## src/rtl/id_pkg.sv

```systemverilog
// Shared definitions for the pipelined decode stage: opcodes, EXE commands,
// instruction field positions and the hazard FSM state type.
package id_pkg;

  typedef enum logic [3:0] {
    OP_NOP   = 4'h0,
    OP_ADD   = 4'h1,
    OP_SUB   = 4'h2,
    OP_AND   = 4'h3,
    OP_OR    = 4'h4,
    OP_ADDI  = 4'h5,
    OP_SUBI  = 4'h6,
    OP_MOVI  = 4'h7,
    OP_LDR   = 4'h8,
    OP_STR   = 4'h9,
    OP_CMP   = 4'hA,
    OP_B     = 4'hB,
    OP_BEQ   = 4'hC,
    OP_BNE   = 4'hD,
    OP_RSV_E = 4'hE,
    OP_RSV_F = 4'hF
  } opcode_e;

  typedef enum logic [3:0] {
    CMD_NOP = 4'd0,
    CMD_ADD = 4'd1,
    CMD_SUB = 4'd2,
    CMD_AND = 4'd3,
    CMD_OR  = 4'd4
  } ex_cmd_e;

  localparam int INSTR_W   = 16;
  localparam int OP_LSB    = 12;
  localparam int RD_LSB    = 8;
  localparam int RA_LSB    = 4;
  localparam int RB_LSB    = 0;
  localparam int FIELD_W   = 4;
  localparam int IMM_W     = 8;
  localparam int OFF_W     = 12;
  localparam int BUB_CNT_W = 2;

  typedef enum logic [1:0] {
    ST_RUN        = 2'd0,
    ST_LU_STALL   = 2'd1,
    ST_FLAG_STALL = 2'd2
  } hz_state_e;

  // Loads and stores reuse the adder for address generation, CMP uses the subtractor.
  function automatic ex_cmd_e alu_cmd(input opcode_e op);
    case (op)
      OP_SUB, OP_SUBI, OP_CMP: return CMD_SUB;
      OP_AND:                  return CMD_AND;
      OP_OR:                   return CMD_OR;
      default:                 return CMD_ADD;
    endcase
  endfunction

endpackage

```

## src/rtl/id_stage_pipelined_if.sv

```systemverilog
// ID/EX boundary bus: ID drives the registered op, EXE returns ready.
interface id_stage_pipelined_if #(
  parameter int DATA_W    = 24,
  parameter int RF_ADDR_W = 4
) ();
  logic                 valid;
  logic                 ready;
  logic [3:0]           cmd;
  logic [DATA_W-1:0]    val1;
  logic [DATA_W-1:0]    val2;
  logic [DATA_W-1:0]    st_data;
  logic [RF_ADDR_W-1:0] dest;
  logic                 wb_en;
  logic                 mem_r;
  logic                 mem_w;
  logic                 sets_flag;

  modport master (
    output valid, cmd, val1, val2, st_data, dest, wb_en, mem_r, mem_w, sets_flag,
    input  ready
  );

  modport slave (
    input  valid, cmd, val1, val2, st_data, dest, wb_en, mem_r, mem_w, sets_flag,
    output ready
  );
endinterface

```

## src/rtl/id_hazard_unit.sv

```systemverilog
// Load-use and flag-hazard interlock for the decode stage; raises stall while
// the instruction in IF/ID must not issue.
module id_hazard_unit
  import id_pkg::*;
#(
  parameter int RF_ADDR_W    = 4,
  parameter int LOAD_BUBBLES = 1
) (
  input  logic                 clk,
  input  logic                 rst,
  input  logic                 if_valid,
  input  logic                 use1,
  input  logic                 use2,
  input  logic [RF_ADDR_W-1:0] src1,
  input  logic [RF_ADDR_W-1:0] src2,
  input  logic                 is_cond_branch,
  input  logic                 ex_valid,
  input  logic                 ex_ready,
  input  logic                 ex_mem_r,
  input  logic                 ex_sets_flag,
  input  logic [RF_ADDR_W-1:0] ex_dest,
  output logic                 stall
);

  hz_state_e            state, state_n;
  logic [BUB_CNT_W-1:0] cnt, cnt_n;
  logic                 lu_hazard;
  logic                 flag_hazard;

  assign lu_hazard = if_valid & ex_valid & ex_mem_r &
                     ((use1 & (src1 == ex_dest)) | (use2 & (src2 == ex_dest)));
  assign flag_hazard = if_valid & is_cond_branch & ex_valid & ex_sets_flag;

  always_ff @(posedge clk or negedge rst) begin
    if (!rst) begin
      state <= ST_RUN;
      cnt   <= '0;
    end else begin
      state <= state_n;
      cnt   <= cnt_n;
    end
  end

  // The detection cycle already emits the first bubble, so it counts against the budget.
  always_comb begin
    state_n = state;
    cnt_n   = cnt;
    stall   = 1'b0;
    case (state)
      ST_RUN: begin
        if (lu_hazard) begin
          stall   = 1'b1;
          cnt_n   = ex_ready ? BUB_CNT_W'(LOAD_BUBBLES - 1) : BUB_CNT_W'(LOAD_BUBBLES);
          state_n = (cnt_n == '0) ? ST_RUN : ST_LU_STALL;
        end else if (flag_hazard) begin
          stall   = 1'b1;
          state_n = ST_FLAG_STALL;
        end
      end
      ST_LU_STALL: begin
        stall = (cnt != '0);
        if (ex_ready && (cnt != '0)) begin
          cnt_n = cnt - 1'b1;
        end
        if (cnt_n == '0) begin
          state_n = ST_RUN;
        end
      end
      ST_FLAG_STALL: begin
        stall   = flag_hazard;
        state_n = flag_hazard ? ST_FLAG_STALL : ST_RUN;
      end
      default: begin
        state_n = ST_RUN;
        cnt_n   = '0;
      end
    endcase
  end

endmodule

```

## src/rtl/id_stage_pipelined.sv

```systemverilog
// Decode stage: decodes the IF/ID instruction, reads the register file, resolves
// branches and feeds a registered ID/EX boundary with valid/ready handshake.
module id_stage_pipelined
  import id_pkg::*;
#(
  parameter int DATA_W       = 24,
  parameter int RF_ADDR_W    = 4,
  parameter int LOAD_BUBBLES = 1,
  parameter int PC_W         = 16
) (
  input  logic                  clk,
  input  logic                  rst,
  input  logic                  if_valid,
  input  logic [INSTR_W-1:0]    if_instr,
  input  logic [PC_W-1:0]       if_pc,
  output logic                  id_ready,
  output logic [RF_ADDR_W-1:0]  rf_src1,
  output logic [RF_ADDR_W-1:0]  rf_src2,
  input  logic [DATA_W-1:0]     rf_val1,
  input  logic [DATA_W-1:0]     rf_val2,
  input  logic                  flag_z,
  output logic                  br_taken,
  output logic [PC_W-1:0]       br_target,
  id_stage_pipelined_if.master  ex,
  output logic                  illegal
);

  opcode_e              op;
  logic [RF_ADDR_W-1:0] f_rd, f_ra, f_rb;
  logic [DATA_W-1:0]    imm_sext;
  logic [PC_W-1:0]      off_sext;

  logic                 use1, use2;
  logic                 d_exe, d_branch, d_cond_br, d_br_cond;
  ex_cmd_e              d_cmd;
  logic [DATA_W-1:0]    d_val1, d_val2, d_st;
  logic [RF_ADDR_W-1:0] d_dest;
  logic                 d_wb, d_mr, d_mw, d_sf, d_ill;

  logic                 stall, advance, issue, load_op;

  logic                 ex_valid_q;
  logic [3:0]           ex_cmd_q;
  logic [DATA_W-1:0]    ex_val1_q, ex_val2_q, ex_st_q;
  logic [RF_ADDR_W-1:0] ex_dest_q;
  logic                 ex_wb_q, ex_mr_q, ex_mw_q, ex_sf_q, illegal_q;

  assign op       = opcode_e'(if_instr[OP_LSB +: FIELD_W]);
  assign f_rd     = RF_ADDR_W'(if_instr[RD_LSB +: FIELD_W]);
  assign f_ra     = RF_ADDR_W'(if_instr[RA_LSB +: FIELD_W]);
  assign f_rb     = RF_ADDR_W'(if_instr[RB_LSB +: FIELD_W]);
  assign imm_sext = {{(DATA_W - IMM_W){if_instr[IMM_W-1]}}, if_instr[IMM_W-1:0]};
  assign off_sext = {{(PC_W - OFF_W){if_instr[OFF_W-1]}}, if_instr[OFF_W-1:0]};

  // Unused read ports park at all-ones so the hazard unit can rely on use1/use2 alone.
  always_comb begin
    rf_src1   = '1;
    rf_src2   = '1;
    use1      = 1'b0;
    use2      = 1'b0;
    d_exe     = 1'b1;
    d_branch  = 1'b0;
    d_cond_br = 1'b0;
    d_br_cond = 1'b0;
    d_cmd     = alu_cmd(op);
    d_val1    = '0;
    d_val2    = '0;
    d_st      = '0;
    d_dest    = '0;
    d_wb      = 1'b0;
    d_mr      = 1'b0;
    d_mw      = 1'b0;
    d_sf      = 1'b0;
    d_ill     = 1'b0;
    case (op)
      OP_ADD, OP_SUB, OP_AND, OP_OR, OP_CMP: begin
        rf_src1 = f_ra;
        rf_src2 = f_rb;
        use1    = 1'b1;
        use2    = 1'b1;
        d_val1  = rf_val1;
        d_val2  = rf_val2;
        d_sf    = (op == OP_CMP);
        d_wb    = (op != OP_CMP);
        d_dest  = (op != OP_CMP) ? f_rd : '0;
      end
      OP_ADDI, OP_SUBI: begin
        rf_src1 = f_rd;
        use1    = 1'b1;
        d_val1  = rf_val1;
        d_val2  = imm_sext;
        d_wb    = 1'b1;
        d_dest  = f_rd;
      end
      OP_MOVI: begin
        d_val2 = imm_sext;
        d_wb   = 1'b1;
        d_dest = f_rd;
      end
      OP_LDR: begin
        rf_src1 = f_ra;
        use1    = 1'b1;
        d_val1  = rf_val1;
        d_mr    = 1'b1;
        d_wb    = 1'b1;
        d_dest  = f_rd;
      end
      OP_STR: begin
        rf_src1 = f_ra;
        rf_src2 = f_rd;
        use1    = 1'b1;
        use2    = 1'b1;
        d_val1  = rf_val1;
        d_st    = rf_val2;
        d_mw    = 1'b1;
      end
      OP_B, OP_BEQ, OP_BNE: begin
        d_exe     = 1'b0;
        d_branch  = 1'b1;
        d_cond_br = (op != OP_B);
        d_br_cond = (op == OP_B) | ((op == OP_BEQ) ? flag_z : ~flag_z);
      end
      OP_RSV_E, OP_RSV_F: begin
        d_cmd = CMD_NOP;
        d_ill = 1'b1;
      end
      default: begin
        d_cmd = CMD_NOP;
      end
    endcase
  end

  id_hazard_unit #(
    .RF_ADDR_W    (RF_ADDR_W),
    .LOAD_BUBBLES (LOAD_BUBBLES)
  ) u_hazard (
    .clk            (clk),
    .rst            (rst),
    .if_valid       (if_valid),
    .use1           (use1),
    .use2           (use2),
    .src1           (rf_src1),
    .src2           (rf_src2),
    .is_cond_branch (d_cond_br),
    .ex_valid       (ex_valid_q),
    .ex_ready       (ex.ready),
    .ex_mem_r       (ex_mr_q),
    .ex_sets_flag   (ex_sf_q),
    .ex_dest        (ex_dest_q),
    .stall          (stall)
  );

  assign advance   = ~ex_valid_q | ex.ready;
  assign issue     = if_valid & ~stall & advance;
  assign load_op   = issue & d_exe;
  assign id_ready  = issue | ~if_valid;
  assign br_taken  = issue & d_branch & d_br_cond;
  assign br_target = if_pc + off_sext;

  // Branches and stalls advance the boundary with an all-zero bubble.
  always_ff @(posedge clk or negedge rst) begin
    if (!rst) begin
      ex_valid_q <= 1'b0;
      ex_cmd_q   <= CMD_NOP;
      ex_val1_q  <= '0;
      ex_val2_q  <= '0;
      ex_st_q    <= '0;
      ex_dest_q  <= '0;
      ex_wb_q    <= 1'b0;
      ex_mr_q    <= 1'b0;
      ex_mw_q    <= 1'b0;
      ex_sf_q    <= 1'b0;
      illegal_q  <= 1'b0;
    end else if (advance) begin
      if (load_op) begin
        ex_valid_q <= 1'b1;
        ex_cmd_q   <= d_cmd;
        ex_val1_q  <= d_val1;
        ex_val2_q  <= d_val2;
        ex_st_q    <= d_st;
        ex_dest_q  <= d_dest;
        ex_wb_q    <= d_wb;
        ex_mr_q    <= d_mr;
        ex_mw_q    <= d_mw;
        ex_sf_q    <= d_sf;
        illegal_q  <= d_ill;
      end else begin
        ex_valid_q <= 1'b0;
        ex_cmd_q   <= CMD_NOP;
        ex_val1_q  <= '0;
        ex_val2_q  <= '0;
        ex_st_q    <= '0;
        ex_dest_q  <= '0;
        ex_wb_q    <= 1'b0;
        ex_mr_q    <= 1'b0;
        ex_mw_q    <= 1'b0;
        ex_sf_q    <= 1'b0;
        illegal_q  <= 1'b0;
      end
    end
  end

  assign ex.valid     = ex_valid_q;
  assign ex.cmd       = ex_cmd_q;
  assign ex.val1      = ex_val1_q;
  assign ex.val2      = ex_val2_q;
  assign ex.st_data   = ex_st_q;
  assign ex.dest      = ex_dest_q;
  assign ex.wb_en     = ex_wb_q;
  assign ex.mem_r     = ex_mr_q;
  assign ex.mem_w     = ex_mw_q;
  assign ex.sets_flag = ex_sf_q;
  assign illegal      = illegal_q;

endmodule

```

## src/flat_wrapper.sv

```systemverilog
// flat-port wrapper written by rule: the top's interface ports become plain ports
module id_stage_pipelined_flat import id_pkg::*;
#(
  parameter int DATA_W       = 24,
  parameter int RF_ADDR_W    = 4,
  parameter int LOAD_BUBBLES = 1,
  parameter int PC_W         = 16
)
  (clk, rst, if_valid, if_instr, if_pc, id_ready, rf_src1, rf_src2, rf_val1, rf_val2, flag_z, br_taken, br_target, illegal, ex_valid, ex_cmd, ex_val1, ex_val2, ex_st_data, ex_dest, ex_wb_en, ex_mem_r, ex_mem_w, ex_sets_flag, ex_ready);
  id_stage_pipelined_if #(.DATA_W(DATA_W), .RF_ADDR_W(RF_ADDR_W)) ex_i ();
  input  logic clk;
  input  logic rst;
  input  logic if_valid;
  input  logic [INSTR_W-1:0] if_instr;
  input  logic [PC_W-1:0] if_pc;
  output logic id_ready;
  output logic [RF_ADDR_W-1:0] rf_src1;
  output logic [RF_ADDR_W-1:0] rf_src2;
  input  logic [DATA_W-1:0] rf_val1;
  input  logic [DATA_W-1:0] rf_val2;
  input  logic flag_z;
  output logic br_taken;
  output logic [PC_W-1:0] br_target;
  output logic illegal;
  output wire logic [$bits(ex_i.valid)-1:0] ex_valid;
  output wire logic [$bits(ex_i.cmd)-1:0] ex_cmd;
  output wire logic [$bits(ex_i.val1)-1:0] ex_val1;
  output wire logic [$bits(ex_i.val2)-1:0] ex_val2;
  output wire logic [$bits(ex_i.st_data)-1:0] ex_st_data;
  output wire logic [$bits(ex_i.dest)-1:0] ex_dest;
  output wire logic [$bits(ex_i.wb_en)-1:0] ex_wb_en;
  output wire logic [$bits(ex_i.mem_r)-1:0] ex_mem_r;
  output wire logic [$bits(ex_i.mem_w)-1:0] ex_mem_w;
  output wire logic [$bits(ex_i.sets_flag)-1:0] ex_sets_flag;
  input wire logic [$bits(ex_i.ready)-1:0] ex_ready;
  assign ex_valid = ex_i.valid;
  assign ex_cmd = ex_i.cmd;
  assign ex_val1 = ex_i.val1;
  assign ex_val2 = ex_i.val2;
  assign ex_st_data = ex_i.st_data;
  assign ex_dest = ex_i.dest;
  assign ex_wb_en = ex_i.wb_en;
  assign ex_mem_r = ex_i.mem_r;
  assign ex_mem_w = ex_i.mem_w;
  assign ex_sets_flag = ex_i.sets_flag;
  assign ex_i.ready = ex_ready;
  id_stage_pipelined #(.DATA_W(DATA_W), .RF_ADDR_W(RF_ADDR_W), .LOAD_BUBBLES(LOAD_BUBBLES), .PC_W(PC_W)) u_core (.clk(clk), .rst(rst), .if_valid(if_valid), .if_instr(if_instr), .if_pc(if_pc), .id_ready(id_ready), .rf_src1(rf_src1), .rf_src2(rf_src2), .rf_val1(rf_val1), .rf_val2(rf_val2), .flag_z(flag_z), .br_taken(br_taken), .br_target(br_target), .ex(ex_i), .illegal(illegal));
endmodule
```

## config.mk

```make
export PLATFORM = sky130hd
export DESIGN_NAME = id_stage_pipelined_flat
export DESIGN_NICKNAME = d
export VERILOG_FILES = /design/src/rtl/id_pkg.sv /design/src/rtl/id_stage_pipelined_if.sv /design/src/rtl/id_hazard_unit.sv /design/src/rtl/id_stage_pipelined.sv /design/src/flat_wrapper.sv
export SDC_FILE = /design/constraint.sdc
export NUM_CORES = 1
export LEC_CHECK = 0
export BUFFER_PORTS_ARGS = -buffer_cell sky130_fd_sc_hd__buf_4
export CORE_UTILIZATION = 25
export CTS_BUF_LIST = sky130_fd_sc_hd__clkbuf_8 sky130_fd_sc_hd__clkbuf_16
export CTS_CLUSTER_SIZE = 10
export DETAILED_ROUTE_END_ITERATION = 8
export GPL_TIMING_DRIVEN = 0
export SKIP_CTS_REPAIR_TIMING = 1
export SLEW_MARGIN = 20
export SYNTH_ARGS = -nofsm -noshare
export SYNTH_HDL_FRONTEND = slang
export SYNTH_SLANG_ARGS = --single-unit
```

## constraint.sdc

```tcl
create_clock -name clk -period 5.3 [get_ports clk]
set_input_delay 0.795 -clock clk [delete_from_list [all_inputs] [get_ports clk]]
set_output_delay 0.795 -clock clk [all_outputs]
set_load 0.05 [all_outputs]
```

==> impl_results.md <==
- Post-DP HPWL: 13860 um
- DRT Pass-1 Iters: 5
- Leakage power: 3.340 nW
- Final Hold Viols: 0
- Worst Setup SP: if_instr[13]
- Layout cells sized above 1: 28.64%
- Cell variety after synth: 63
- Total power: 2.132 mW
- N_diodes: 0
- Min-delay src: u_core.ex.val2[19]$_DFFE_PN0N_
- DRC: 0
- Number of fill cells: 2142
- Starting Density: 25.53%
- Site Rows: 52
- Most frequent cells in the layout: buf_4 (197), nand2_1 (97), dfrtp_1 (89), o21ai_0 (88), nand3_1 (54)
- Pin count of the biggest net entering global routing: 90
- FMAX: 239.9 MHz
- Final Hold Slack: 0.4797 ns
- Synthesized Nets: 716
- Layout Nets: 921
- Synth Cell Area: 5166 um2
- Post-synthesis average cell area: 8.414 um2
- Placed cell count: 1078
- Slew @ Worst Pin: 1.067 ns
- Seq cells post-synth: 89
- First-pass GRT wire length: 28570 um
- RR Endpoint: u_core.ex.st_data[19]$_DFFE_PN0N_
- Clk_skew: 0.009947 ns
- # H-tree levels: 3
- Worst VDD drop: 0.1182 mV
- Synth area leaders: dfrtp_1 (43%), o21ai_0 (8.5%), nand2_1 (7.0%)
- CTS Buf Count: 9
- Slew margin rel.: 28.31%
- Final setup violation count: 0
- DRT Wirelength: 18180 um
- Register Area: 2227 um2
- Die area: 21240 um2
- Clk buf depth: 2
- Vias in the first global route: 5157
- Critical Path Fanout Max: 10
- Pwr dens: 292.8 nW/um2
- Top Ports: 197
- DIE HEIGHT: 145.8 um
- Multi-input gate area: 2683 um2
- CTS sink cnt: 89
- Core ar.: 20230 um2
- Synth Instances: 614
- Leading area contributor after synthesis: dfrtp_1
- Post-DRT Antenna Nets: 0
- Total Routing Usage GR: 17.19%
- Worst-case reg-to-reg path depth: 9
- Initial antenna violation count: 0
- DRT iter0 DRCs: 288
- Crit path to: id_ready
- WP data required: 4.51 ns
- Vias per cell: 4.856
- Top_reg_cell synth: dfrtp_1
- EDFF count, synth: 0
- Arrival @ worst endpoint: 3.37 ns
- R2R Setup Slk: 2.20 ns
- RSZ-0062 raised after global routing: no
- Share of the synthesized area in the top cell type: 43.11%
- YS warnings: 0
- Clk slew on worst S/H paths: 0.06 ns
- CTS tree: built
- Most common cell after layout, fill and taps aside: buf_4
- Routability cong.: 0.8373
- CP Launch Type: input pin
- Status: complete, no violations
- Gr ovfl total: 0
- Non-filler instance count after layout: 1094
- Sequential fraction of the synthesis area: 43.11%
- Tmin final: 4.169 ns
- Syn-to-layout area delta: 40.95%
- TNS Setup: 0 ns
- Drt wl/cell: 16.62 um
- Worst min path class: reg -> reg
- Critical R2R Launch: u_core.u_hazard.cnt[0]$_DFFE_PN0P_
- Port Buf Inserts: 194
- Crit path capture type: primary output
- Crit Path Class: in -> out
- Die X: 145.8 um
- Placed Area: 6964 um2
- Final period util: 78.66%
- Root Buffer: clkbuf_16
- Pins Over Slew Limit: 0
- FFs w/ async S/R, synth: 100.0%
- Design Area, Final: 7282 um2
- Via count: 5313
- Clk_lat worst skew: 0.34 ns
- Max cap viols: 0
## cell families after synthesis
kind of cell    count (synthesis)  share of synthesized area [%]
xor+xnor                       16                          2.712
fa+ha+maj                      17                          4.263
flops                          89                          43.11
compound gates                190                          21.94
mux                             1                         0.1938
other cells                     1                        0.07259
buf+inv                        58                          4.965
simple gates                  242                          22.74
## metal layers
layer,vias to the layer above,GRT usage [%],part of all wire [%]
li1,2590,-,-
met1,2504,22.86,45
met2,209,28.28,47
met3,10,4.075,7.6
met4,0,3.632,0.73
met5,-,0,0
## cells in the mapped netlist (all sizes together), types with 5 or more instances
master  instances
o21ai          99
nand2          97
dfrtp          89
nand3          54
a21oi          39
nor2           25
clkbuf         23
buf            18
inv            17
ha             16
nor3           12
xnor2          12
nand2b          9
nor2b           8
a22oi           7
nor3b           6
o21a            6
and2            5
o211ai          5
or3             5
## critical path, stage by stage
cell and delay (ns):
buf_4 0.12, buf_4 0.16, or4b_4 0.55, o31ai_1 0.14
nor4b_2 0.29, o22ai_1 0.14, o32a_4 0.38, o31a_1 0.40
nand2b_1 0.19, buf_4 0.19
## registers in the layout, summed over array words and instances (netlist names)
register               count
u_core.ex.st_data         24
u_core.ex.val1            24
u_core.ex.val2            24
u_core.ex.dest             4
u_core.ex.cmd              3
u_core.u_hazard.cnt        2
u_core.u_hazard.state      2
u_core.ex.mem_r            1
u_core.ex.mem_w            1
u_core.ex.sets_flag        1
u_core.ex.valid            1
u_core.ex.wb_en            1
u_core.illegal             1
## per-stage QoR
stage	util [%]	setup WS, ns
final	35.99	1.131
after global routing	35.99	0.9921
after CTS	35.99	1.149
after detailed placement	34.42	1.155
after global placement	34.40	1.141
after floorplan	-	0.8762
## final cells by class
| cell class | instances | share of cell area, % |
|---|---|---|
| Multi-Input combinational cell | 467 | 36.84 |
| Sequential cell | 89 | 30.58 |
| Timing Repair Buffer | 194 | 20.05 |
| Tap cell | 270 | 4.639 |
| Clock buffer | 9 | 3.093 |
| Buffer | 41 | 2.646 |
| Clock inverter | 7 | 1.271 |
| Inverter | 17 | 0.8763 |
## worst min-delay path by stage
stage,to,slack [ns],depth (start not counted)
3_5_place_dp,u_core.ex.st_data[21]$_DFFE_PN0N_,0.47,2
5_1_grt,u_core.ex.val1[7]$_DFFE_PN0N_,0.50,2
2_1_floorplan,u_core.u_hazard.state[0]$_DFFE_PN0P_,0.48,1
4_1_cts,u_core.ex.st_data[19]$_DFFE_PN0N_,0.49,2
6_report,u_core.ex.val2[19]$_DFFE_PN0N_,0.48,2
3_3_place_gp,u_core.ex.st_data[21]$_DFFE_PN0N_,0.46,2
## where the power goes
part	total (mW)	switching, mW	internal [mW]
sequential	0.741	0.0251	0.716
combinational	0.697	0.475	0.222
clock	0.694	0.280	0.414
(Power assumes the default switching activity.)
